### config.mk
export PLATFORM = sky130hd
export DESIGN_NAME = dma_w_burst_split
export DESIGN_NICKNAME = d
export VERILOG_FILES = /design/src/rtl/dma_w_burst_split.sv
export SDC_FILE = /design/constraint.sdc
export NUM_CORES = 1
export LEC_CHECK = 0
export ABC_AREA = 1
export BUFFER_PORTS_ARGS = -buffer_cell sky130_fd_sc_hd__buf_4
export CAP_MARGIN = 40
export CORE_MARGIN = 5
export CORE_UTILIZATION = 50
export DETAILED_ROUTE_END_ITERATION = 6
export PLACE_DENSITY = 0.67
export SYNTH_ARGS = -nofsm -noshare
export SYNTH_HDL_FRONTEND = slang
export SYNTH_SLANG_ARGS = --single-unit
### constraint.sdc
create_clock -name clk -period 6.61 [get_ports clk]
set_input_delay 1.322 -clock clk [delete_from_list [all_inputs] [get_ports clk]]
set_output_delay 1.322 -clock clk [all_outputs]
set_load 0.02 [all_outputs]
### src/rtl/dma_w_burst_split.sv
// ---------------------------------------------------------------------------
// dma_w_burst_split
//   Upstream feeder for the DMA AXI write engine. A job (base address, word
//   count) is split into INCR bursts of at most MAX_BURST beats that never
//   cross a 4 KB boundary. Stream words are buffered in a first-word-fall-
//   through FIFO, and a burst is only offered once the FIFO holds all of its
//   beats, so the engine is never starved mid-burst.
//
// Ports
//   clk, rst            clock, asynchronous active-high reset
//   start               one-cycle job launch pulse (ignored while busy)
//   base_addr           job byte address (sub-word bits dropped on capture)
//   word_count          job length in words (0 -> immediate done)
//   busy, done          job in progress / one-cycle end-of-job pulse
//   s_valid, s_data     input word stream
//   s_ready             stream word accepted when s_valid && s_ready
//   valid               burst request to the write engine
//   addr, dma_len       burst start address / beats-1, stable while valid
//   wdata, wstrb        FIFO head word / all-ones byte strobes
//   ready               one pulse per beat consumed (pops the FIFO)
//   dma_ready           write engine idle (address-handshake state)
// ---------------------------------------------------------------------------
module dma_w_burst_split #(
    parameter int DMA_DATA_W  = 32,
    parameter int ADDR_W      = 32,
    parameter int LEN_W       = 8,
    parameter int FIFO_ADDR_W = 4,
    parameter int MAX_BURST   = 16,
    parameter int CNT_W       = 24
) (
    input  logic                    clk,
    input  logic                    rst,
    input  logic                    start,
    input  logic [ADDR_W-1:0]       base_addr,
    input  logic [CNT_W-1:0]        word_count,
    output logic                    busy,
    output logic                    done,
    input  logic                    s_valid,
    input  logic [DMA_DATA_W-1:0]   s_data,
    output logic                    s_ready,
    output logic                    valid,
    output logic [ADDR_W-1:0]       addr,
    output logic [DMA_DATA_W-1:0]   wdata,
    output logic [DMA_DATA_W/8-1:0] wstrb,
    output logic [LEN_W-1:0]        dma_len,
    input  logic                    ready,
    input  logic                    dma_ready
);

    localparam int BYTES  = DMA_DATA_W / 8;
    localparam int OFF_W  = $clog2(BYTES);
    localparam int DEPTH  = 1 << FIFO_ADDR_W;
    localparam int BEAT_W = $clog2(MAX_BURST + 1);
    // Common width for the three-way minimum (to_4k needs 13 bits).
    localparam int MIN_W  = (CNT_W > 13) ? CNT_W : 13;
    localparam logic [ADDR_W-1:0] ALIGN_MASK = ~ADDR_W'(BYTES - 1);

    typedef enum logic [2:0] {
        ST_IDLE,
        ST_CALC,
        ST_WAIT_DATA,
        ST_BURST,
        ST_WAIT_IDLE
    } state_t;

    state_t                   state_r;
    state_t                   state_s;

    logic [DMA_DATA_W-1:0]    mem_r [DEPTH];
    logic [FIFO_ADDR_W-1:0]   wr_ptr_r;
    logic [FIFO_ADDR_W-1:0]   rd_ptr_r;
    logic [FIFO_ADDR_W:0]     level_r;
    logic                     push_s;
    logic                     pop_s;
    logic                     fifo_full_s;
    logic                     fifo_enough_s;

    logic                     busy_r;
    logic                     done_r;
    logic                     valid_r;
    logic [ADDR_W-1:0]        addr_r;
    logic [LEN_W-1:0]         dma_len_r;
    logic [CNT_W-1:0]         job_cnt_r;
    logic [CNT_W-1:0]         in_cnt_r;
    logic [CNT_W-1:0]         remaining_r;
    logic [ADDR_W-1:0]        cur_addr_r;
    logic [BEAT_W-1:0]        beats_r;
    logic [BEAT_W-1:0]        beat_cnt_r;

    logic [12:0]              to_4k_s;
    logic [MIN_W-1:0]         lim_s;
    logic [MIN_W-1:0]         min_s;
    logic [BEAT_W-1:0]        beats_s;
    logic                     last_beat_s;

    // ---------------- FIFO ----------------
    assign fifo_full_s   = (level_r == (FIFO_ADDR_W+1)'(DEPTH));
    assign s_ready       = busy_r && !fifo_full_s && (in_cnt_r != job_cnt_r);
    assign push_s        = s_valid && s_ready;
    // A pop on an empty FIFO is a protocol error and is dropped.
    assign pop_s         = ready && (level_r != {(FIFO_ADDR_W+1){1'b0}});
    assign fifo_enough_s = (level_r >= (FIFO_ADDR_W+1)'(beats_r));
    assign wdata         = mem_r[rd_ptr_r];

    // FIFO storage array (no reset; validity is tracked by the pointers).
    always_ff @(posedge clk) begin
        if (push_s) begin
            mem_r[wr_ptr_r] <= s_data;
        end
    end

    // FIFO pointers and fill level.
    always_ff @(posedge clk or posedge rst) begin
        if (rst) begin
            wr_ptr_r <= {FIFO_ADDR_W{1'b0}};
            rd_ptr_r <= {FIFO_ADDR_W{1'b0}};
            level_r  <= {(FIFO_ADDR_W+1){1'b0}};
        end else begin
            if (push_s) begin
                wr_ptr_r <= wr_ptr_r + FIFO_ADDR_W'(1);
            end
            if (pop_s) begin
                rd_ptr_r <= rd_ptr_r + FIFO_ADDR_W'(1);
            end
            case ({push_s, pop_s})
                2'b10:   level_r <= level_r + (FIFO_ADDR_W+1)'(1);
                2'b01:   level_r <= level_r - (FIFO_ADDR_W+1)'(1);
                default: level_r <= level_r;
            endcase
        end
    end

    // ---------------- burst sizing ----------------
    // Words left before the next 4 KB boundary; 1024 at an aligned page start.
    assign to_4k_s     = (13'd4096 - {1'b0, cur_addr_r[11:0]}) >> OFF_W;
    assign lim_s       = (MIN_W'(MAX_BURST) < MIN_W'(to_4k_s)) ? MIN_W'(MAX_BURST)
                                                               : MIN_W'(to_4k_s);
    assign min_s       = (MIN_W'(remaining_r) < lim_s) ? MIN_W'(remaining_r) : lim_s;
    assign beats_s     = BEAT_W'(min_s);
    assign last_beat_s = ready && ((beat_cnt_r + BEAT_W'(1)) == beats_r);

    // ---------------- FSM ----------------
    // Next-state logic.
    always_comb begin
        state_s = state_r;
        case (state_r)
            ST_IDLE: begin
                if (start && (word_count != {CNT_W{1'b0}})) state_s = ST_CALC;
                else                                        state_s = ST_IDLE;
            end
            ST_CALC: begin
                state_s = ST_WAIT_DATA;
            end
            ST_WAIT_DATA: begin
                if (fifo_enough_s) state_s = ST_BURST;
                else               state_s = ST_WAIT_DATA;
            end
            ST_BURST: begin
                if (last_beat_s) state_s = ST_WAIT_IDLE;
                else             state_s = ST_BURST;
            end
            ST_WAIT_IDLE: begin
                if (!dma_ready)                              state_s = ST_WAIT_IDLE;
                else if (remaining_r == {CNT_W{1'b0}})       state_s = ST_IDLE;
                else                                         state_s = ST_CALC;
            end
            default: begin
                state_s = ST_IDLE;
            end
        endcase
    end

    // State register.
    always_ff @(posedge clk or posedge rst) begin
        if (rst) begin
            state_r <= ST_IDLE;
        end else begin
            state_r <= state_s;
        end
    end

    // Job bookkeeping and registered burst outputs.
    always_ff @(posedge clk or posedge rst) begin
        if (rst) begin
            busy_r      <= 1'b0;
            done_r      <= 1'b0;
            valid_r     <= 1'b0;
            addr_r      <= {ADDR_W{1'b0}};
            dma_len_r   <= {LEN_W{1'b0}};
            job_cnt_r   <= {CNT_W{1'b0}};
            in_cnt_r    <= {CNT_W{1'b0}};
            remaining_r <= {CNT_W{1'b0}};
            cur_addr_r  <= {ADDR_W{1'b0}};
            beats_r     <= {BEAT_W{1'b0}};
            beat_cnt_r  <= {BEAT_W{1'b0}};
        end else begin
            done_r <= 1'b0;
            if (push_s) begin
                in_cnt_r <= in_cnt_r + CNT_W'(1);
            end
            case (state_r)
                ST_IDLE: begin
                    if (start && (word_count == {CNT_W{1'b0}})) begin
                        done_r <= 1'b1;
                    end else if (start) begin
                        busy_r      <= 1'b1;
                        job_cnt_r   <= word_count;
                        remaining_r <= word_count;
                        in_cnt_r    <= {CNT_W{1'b0}};
                        cur_addr_r  <= base_addr & ALIGN_MASK;
                    end
                end
                ST_CALC: begin
                    beats_r   <= beats_s;
                    dma_len_r <= LEN_W'(beats_s - BEAT_W'(1));
                    addr_r    <= cur_addr_r;
                end
                ST_WAIT_DATA: begin
                    if (fifo_enough_s) begin
                        valid_r    <= 1'b1;
                        beat_cnt_r <= {BEAT_W{1'b0}};
                    end
                end
                ST_BURST: begin
                    if (ready) begin
                        beat_cnt_r <= beat_cnt_r + BEAT_W'(1);
                    end
                    if (last_beat_s) begin
                        valid_r     <= 1'b0;
                        remaining_r <= remaining_r - CNT_W'(beats_r);
                        cur_addr_r  <= cur_addr_r + (ADDR_W'(beats_r) << OFF_W);
                    end
                end
                ST_WAIT_IDLE: begin
                    if (dma_ready && (remaining_r == {CNT_W{1'b0}})) begin
                        done_r <= 1'b1;
                        busy_r <= 1'b0;
                    end
                end
                default: begin
                    valid_r <= 1'b0;
                    busy_r  <= 1'b0;
                end
            endcase
        end
    end

    assign busy    = busy_r;
    assign done    = done_r;
    assign valid   = valid_r;
    assign addr    = addr_r;
    assign dma_len = dma_len_r;
    assign wstrb   = {(DMA_DATA_W/8){1'b1}};

endmodule

Yosys cells after proc, flatten, opt, wreduce, memory -nomap -nowiden:

Memory sizes are Yosys's and may differ from the RTL's.
Cells that the tools add are included.

* bits in registers: 173
* bits in writable memories: 512
* input port bits: 94
* output and inout port bits: 80
* word-level logic and storage cells: 107
* memories kept: 1

* add/subtract/negate cells: 10
* $lt $le $gt $ge: 3
* equal/unequal tests: 15
* multiplexer cells: 36
* bitwise gates (word level): 3
* reductions and logical operators: 24

Memory list
* mem_r: depth 16, bits a word 32, read ports 1, clocked after memory_dff 0, write ports 1, RTL line 69 `logic [DMA_DATA_W-1:0] mem_r [DEPTH];`

Operators with widths (number)
* $mux 24: 7
* $mux 32: 3
* $pmux 32 s2: 1
* $logic_not 24->1: 2
* $pmux 24 s2: 1
* $add 32x7->32: 1
* $add 24x1->24 const B: 1
* $lt 24x11->1: 1
* $ne 24x24->1: 1
* $reduce_bool 24->1: 1
* $sub 24x5->24: 1
* $pmux 5 s2: 2
* $mux 5: 3
* $pmux 3 s5: 1
* $sub 13x12->13 const A: 1
* $mux 1: 12
* $ne 2x2->1 const B: 6
* $lt 5x11->1 const A: 1
* $mux 11: 1
* $add 5x1->5 const B: 2
* $reduce_and 3->1: 3
* $add 4x1->4 const B: 2
* $logic_and 1x1->1: 8
* $reduce_and 4->1: 2
* other kinds (19): 27

Longest topological paths before layout:

Gate-level depths: netlist of the first run.

* depth after elaboration: 9
* mapped depth: 25
* depth with buffers taken out: 25

Worst setup path after synthesis of the first run:

OpenSTA, ideal clock, no wires.

* kind: input -> register
* start point: in s_valid
* end point: mem mem_r[7][0], enable pin
* library setup time: 0.461 ns
* arrival time: 3.828 ns
* required time: 6.149 ns
* setup slack: 2.321 ns
* cell stages on the path: 3
* path buffers: 1
* cell sequence: nand3_4 > clkbuf_1 > nor3_1

* cells in the longest elaborated chain, start to end: 3

RTL lines
* start, declared: RTL line 38 `input logic s_valid,`
* $logic_and 1x1->1: RTL line 99 `assign push_s = s_valid && s_ready;`
* $mux 1: RTL line 107 `if (push_s) begin`
* $mux 1 (implied by the code): RTL line 108 `mem_r[wr_ptr_r] <= s_data;`
* end, declared: RTL line 69

No other way between the ends.

Final worst setup path of the first run:

* start point: reg rd_ptr_r[1]
* end point: out wdata[16]

* cells in the longest elaborated chain, start to end: 1

RTL lines
* start, declared: RTL line 71 `logic [FIFO_ADDR_W-1:0] rd_ptr_r;`
* start signal, assigned: RTL line 116 `rd_ptr_r <= {FIFO_ADDR_W{1'b0}};`
* start signal, assigned: RTL line 123 `rd_ptr_r <= rd_ptr_r + FIFO_ADDR_W'(1);`
* $mem_v2 16x32
* end, declared: RTL line 43 `output logic [DMA_DATA_W-1:0] wdata,`

No other way between the ends.

==> flow_metrics.env, run 1 <==
export IMPL_hold_path_depth=2
export IMPL_path_buf_inv=4
export IMPL_drive_above_1_share=0.1293
export IMPL_htree_num_levels=3
export IMPL_place_gp_congestion=0.8745
export IMPL_grt_pass1_vias=20005
export IMPL_worstMarginPinSlew_ns=0.8653
export IMPL_maxSlewViolCount=0
export IMPL_drtIter0Drc=1693
export IMPL_yosys_warnings=0
export IMPL_cp_slowest_cell="dfrtp_4"
export IMPL_cts_buffers=71
export IMPL_cts_sinks=679
export IMPL_relSlewSlack=0.4231
export IMPL_start_kind="flop"
export IMPL_initial_core_util=0.5062
export IMPL_io_pins=174
export IMPL_crit_top_cell="buf_4"
export IMPL_hp_class="reg -> reg"
export IMPL_period_share=0.6977
export IMPL_synth_edff_count=512
export IMPL_grt_setup_unrepaired="no"
export IMPL_grt_max_degree=167
export IMPL_final_common_cell="edfxtp_1"
export IMPL_synthCells=2607
export IMPL_die_w_um=254.9
export IMPL_core_area_sq_um=59240
export IMPL_fin_ws_ns=1.998
export IMPL_drc=0
export IMPL_outcome="finished clean"
export IMPL_setup_tns_final_ns=0
export IMPL_fp_row_count=89
export IMPL_irDropWorstVdd_mv=0.3635
export IMPL_critPathMaxStageDelay_ns=0.65
export IMPL_cts_hold_fix_buffers=0
export IMPL_synth_cell_types=47
export IMPL_setup_viol=0
export IMPL_ant_nets=0
export IMPL_clk_path_buf_depth=3
export IMPL_final_cell_mix="edfxtp_1 (512), o21ai_0 (299), nand2_1 (295)"
export IMPL_grt_total_usage=0.2170
export IMPL_cts_tree="built"
export IMPL_cp_num_cells=7
export IMPL_postCtsSetupBuffers=0
export IMPL_nets=2890
export IMPL_holdWs_ns=0.4908
export IMPL_syn_area_sq_um=29990
export IMPL_die_area_sq_um=64970
export IMPL_dp_slack_ns=2.631
export IMPL_worstPathRequired_ns=5.29
export IMPL_via_per_inst=5.592
export IMPL_postSynthAreaPerCell_sq_um=11.50
export IMPL_port_buffers=165
export IMPL_hpwlAfterDp_um=40450
export IMPL_path_cells="buf_12 > inv_4 > buf_4 > o21ai_0 > o211ai_1 > nand2_1 > buf_4"
export IMPL_grt_pass1_wl_um=110500
export IMPL_async_flop_share=0.2459
export IMPL_p_per_area_nw_per_um2=449.8
export IMPL_post_route_min_period_ns=4.612
export IMPL_die_h_um=254.9
export IMPL_ys_ff_latch=679
export IMPL_worst_skew_pair_late_latency_ns=0.61
export IMPL_p_total_mw=15.53
export IMPL_leakagePower_nw=13.61
export IMPL_cp_data_arrival_time_ns=3.29
export IMPL_drt_pass1_iterations=5
export IMPL_ctsResizeCount=0
export IMPL_worstPathMaxFanout=51
export IMPL_fmax_mhz=216.8
export IMPL_endpoint_kind="primary output"
export IMPL_wl_um=70950
export IMPL_antenna_found_initial=2
export IMPL_path_clk_slew_ns=0.06
export IMPL_wl_per_cell_um=19.80
export IMPL_vias=20036
export IMPL_ff2ff_path_depth=24
export IMPL_area_delta_synth_final_pct=15.12
export IMPL_ys_seq_area_frac=0.6521
export IMPL_maxCapViolations=0
export IMPL_finalHoldViolCount=0
export IMPL_skew_ns=0.01980
export IMPL_path_delay_family="buffers and inverters"
export IMPL_fin_util=0.5827
export IMPL_root_buffer="clkbuf_16"
export IMPL_critPathKind="reg -> out"
export IMPL_ys_flop_type="edfxtp_1"
export IMPL_grt_ovfl_total=0
-- Yosys cell counts (all sizes together) (25+ instances only) --
master | number | area, sq um
mux2i | 128 | 1281
xnor2 | 26 | 227.7
ha | 38 | 475.5
xor2 | 34 | 297.8
nand2 | 300 | 1136
nor3 | 25 | 162.7
o21ai | 307 | 1540
edfxtp | 512 | 15370
o211ai | 133 | 998.5
inv | 286 | 1074
a21oi | 193 | 965.9
nand3 | 83 | 447.9
dfrtp | 167 | 4179
buf | 37 | 196.5
nor2 | 132 | 518.0
clkbuf | 102 | 382.9
-- path summary, 6_finish.rpt --
check | startpoint | endpoint | slack [ns]
min reg2reg | addr[19] | addr[19] | 0.49
min | addr[19] | addr[19] | 0.49
min in group asynchronous | rst | in_cnt_r[11] | 0.79
max in group asynchronous | rst | cur_addr_r[23] | 4.71
max | rd_ptr_r[1] | wdata[16] | 2.00
max reg2reg | cur_addr_r[2] | dma_len[2] | 3.30
-- where the power goes --
part / switching [mW] / leakage [nW] / internal [mW]
sequential: 0.490 / 6.69 / 5.37
clock: 1.64 / 1.13 / 2.32
combinational: 3.71 / 5.78 / 2.00
total: 5.84 / 13.6 / 9.69
-- kinds of logic after synthesis --
group           share of synthesized area
mux                               0.04273
fa+ha+maj                         0.01786
buf+inv                           0.05524
flops                              0.6521
compound gates                     0.1281
xor+xnor                          0.01752
simple gates                      0.08629
other cells                     0.0002504
-- worst register-to-register path, delay by kind of cell (launching register included) --
kind	cells	cell delay [ns]
xor+xnor	1	0.16
fa+ha+maj	3	0.88
simple gates	17	1.54
flops	1	0.41
buf+inv	3	0.25
-- routing by layer --
| metal | vias up | track usage | part of all wire |
|---|---|---|---|
| met5 | - | 0 | 0.00028 |
| met4 | 2 | 0.07569 | 0.029 |
| met3 | 141 | 0.03414 | 0.058 |
| met2 | 592 | 0.3543 | 0.48 |
| met1 | 9757 | 0.3005 | 0.43 |
| li1 | 9544 | - | - |
-- state kept, by name (all words and copies together), names as in the netlist, 3 cells and up --
signal and cells:
wr_ptr_r 4, beat_cnt_r 5, remaining_r 24, state_r 3
job_cnt_r 24, rd_ptr_r 4, beats_r 5, level_r 5
mem_r 512, addr 30, dma_len 6, in_cnt_r 24
cur_addr_r 30
-- layout make-up --
class / count / area (sq um)
Inverter: 287 / 1085
Clock inverter: 40 / 424.2
Timing Repair Buffer: 204 / 1654
Multi-Input combinational cell: 1512 / 8940
Antenna cell: 2 / 5.005
Sequential cell: 679 / 19560
Tap cell: 773 / 967.2
Clock buffer: 86 / 1884
Fill cell: 4779 / 24720
-- through the flow --
| stage | instances | instance area (sq um) |
|---|---|---|
| CTS | 3581 | 34520 |
| detailed placement | 3455 | 32210 |
| floorplan | 2617 | 30030 |
| global placement | 3448 | 32060 |
| finish | 3583 | 34520 |
| global route | 3582 | 34520 |
(Power assumes the default switching activity.)
==> run 2, diff against run 1 <==
Settings changed: PLACE_DENSITY 0.67 to 0.7.
Clock period 6.61 ns to 3.9 ns, I/O delays scaled along.
==> flow_metrics.env, run 2 (synthesized netlist as in run 1, its figures left out) <==
export IMPL_outcome="finished clean"
export IMPL_endpoint_kind="primary output"
export IMPL_final_cell_mix="edfxtp_1 (512), o21ai_0 (299), nand2_1 (295)"
export IMPL_path_clk_slew_ns=0.06
export IMPL_post_route_min_period_ns=3.461
export IMPL_p_total_mw=26.12
export IMPL_worstReg2RegStart="cur_addr_r[2]"
export IMPL_ff2ff_setup_slack_ns=0.61
export IMPL_cp_slowest_cell="dfrtp_4"
export IMPL_grt_setup_unrepaired="no"
export IMPL_finalHoldViolCount=0
export IMPL_path_cells="buf_12 > a21oi_1 > o21ai_0 > o21ai_0 > o211ai_1 > nand2_1 > buf_4"
export IMPL_cts_hold_fix_buffers=0
export IMPL_cts_tree="built"
export IMPL_area_delta_synth_final_pct=15.26
export IMPL_grt_max_degree=109
export IMPL_cts_sinks=679
export IMPL_cts_buffers=70
export IMPL_wl_per_cell_um=19.75
export IMPL_relSlewSlack=0.4567
export IMPL_die_w_um=254.9
export IMPL_clk_path_buf_depth=3
export IMPL_grt_ovfl_total=0
export IMPL_worstPathMaxFanout=71
export IMPL_antenna_found_initial=3
export IMPL_drtIter0Drc=1601
export IMPL_period_share=0.8874
export IMPL_crit_top_cell="o21ai_0"
export IMPL_cp_data_arrival_time_ns=2.68
export IMPL_fp_row_count=89
export IMPL_maxCapViolations=0
export IMPL_worstMarginPinSlew_ns=0.8140
export IMPL_grt_total_usage=0.2167
export IMPL_leakagePower_nw=13.61
export IMPL_place_gp_congestion=0.8696
export IMPL_die_h_um=254.9
export IMPL_ff2ff_path_depth=22
export IMPL_postCtsSetupBuffers=0
export IMPL_vias=20373
export IMPL_io_pins=174
export IMPL_setup_viol=0
export IMPL_drc=0
export IMPL_fmax_mhz=288.9
export IMPL_critPathMaxStageDelay_ns=0.71
export IMPL_htree_num_levels=3
export IMPL_grt_pass1_vias=20126
export IMPL_regMostFlops="mem_r"
export IMPL_p_per_area_nw_per_um2=755.7
export IMPL_ctsResizeCount=0
export IMPL_worst_skew_pair_late_latency_ns=0.60
export IMPL_critPathKind="reg -> out"
export IMPL_r2r_end="dma_len[2]"
export IMPL_skew_ns=0.02359
export IMPL_path_buf_inv=2
export IMPL_worstPathRequired_ns=3.12
export IMPL_wl_um=70880
export IMPL_root_buffer="clkbuf_16"
export IMPL_setup_tns_final_ns=0
export IMPL_nets=2900
export IMPL_irDropWorstVdd_mv=0.6417
export IMPL_largest_register_ffs=512
export IMPL_via_per_inst=5.677
export IMPL_start_kind="flop"
export IMPL_initial_core_util=0.5062
export IMPL_grt_pass1_wl_um=111400
export IMPL_maxSlewViolCount=0
export IMPL_core_area_sq_um=59240
export IMPL_port_buffers=165
export IMPL_die_area_sq_um=64970
export IMPL_hpwlAfterDp_um=42160
export IMPL_drt_pass1_iterations=5
export IMPL_post_dp_cell_area_sq_um=32400
export IMPL_ant_nets=0
export IMPL_hp_class="in -> async"
export IMPL_path_delay_family="flip-flops"
export IMPL_final_common_cell="edfxtp_1"
export IMPL_drive_above_1_share=0.1318
export IMPL_stdcell_area_sq_um=34560
run 2: area by class of cell:
class,count,area [sq um]
Fill cell,4692,24680
Sequential cell,679,19560
Multi-Input combinational cell,1512,8940
Clock buffer,90,1878
Timing Repair Buffer,215,1852
Inverter,287,1082
Tap cell,773,967.2
Clock inverter,32,280.3
Antenna cell,1,2.502
run 2: where the power goes:
part / internal, mW / total (mW) / switching, mW
combinational: 3.49 / 9.84 / 6.35
clock: 3.56 / 6.33 / 2.76
sequential: 9.10 / 9.95 / 0.857
total: 16.1 / 26.1 / 9.97
run 2: how the worst max path moves through the flow:
stage             startpoint          end  cells past startpoint
6_report         rd_ptr_r[1]     wdata[9]                      7
5_1_grt        cur_addr_r[2]   dma_len[2]                     24
4_1_cts          rd_ptr_r[1]     wdata[9]                      7
3_5_place_dp   cur_addr_r[2]   dma_len[4]                     24
3_3_place_gp   cur_addr_r[2]   dma_len[2]                     24
2_1_floorplan        s_valid  mem_r[7][0]                      3
run 2: per-layer routing:
layer,global-route usage,share of wire
met1,0.3032,0.43
met5,0,0.00024
met4,0.06760,0.027
met3,0.03475,0.064
met2,0.3540,0.48
run 2: through the flow:
stage | std cells | utilization | setup slack, ns | hold slack, ns
4_1_cts | 3588 | 0.5834 | 0.3854 | 0.2387
6_report | 3589 | 0.5834 | 0.4392 | 0.2463
5_1_grt | 3588 | 0.5834 | 0.2349 | 0.2660
3_5_place_dp | 3466 | 0.5470 | 0.6524 | 0.4687
2_1_floorplan | 2617 | - | 0.1527 | 0.4586
3_3_place_gp | 3465 | 0.5466 | 0.6546 | 0.4599
run 2: worst register-to-register path, cell delays in order, from the launching register on:
cell and delay [ns]:
dfrtp_1 0.41, inv_1 0.14, ha_1 0.34, or2_2 0.27, nor2_1 0.10, nand2_1 0.06, nand2_1 0.08, nand2_1 0.07
inv_1 0.09, nand3_1 0.10, ha_1 0.30, a21oi_1 0.13, nand2_1 0.06, nand2_1 0.05, nand2_1 0.06, nand2_2 0.12
nand2_2 0.11, nand2_1 0.11, nand2_1 0.10, ha_1 0.23, xnor2_1 0.16, nand2_1 0.07, nand2_1 0.07
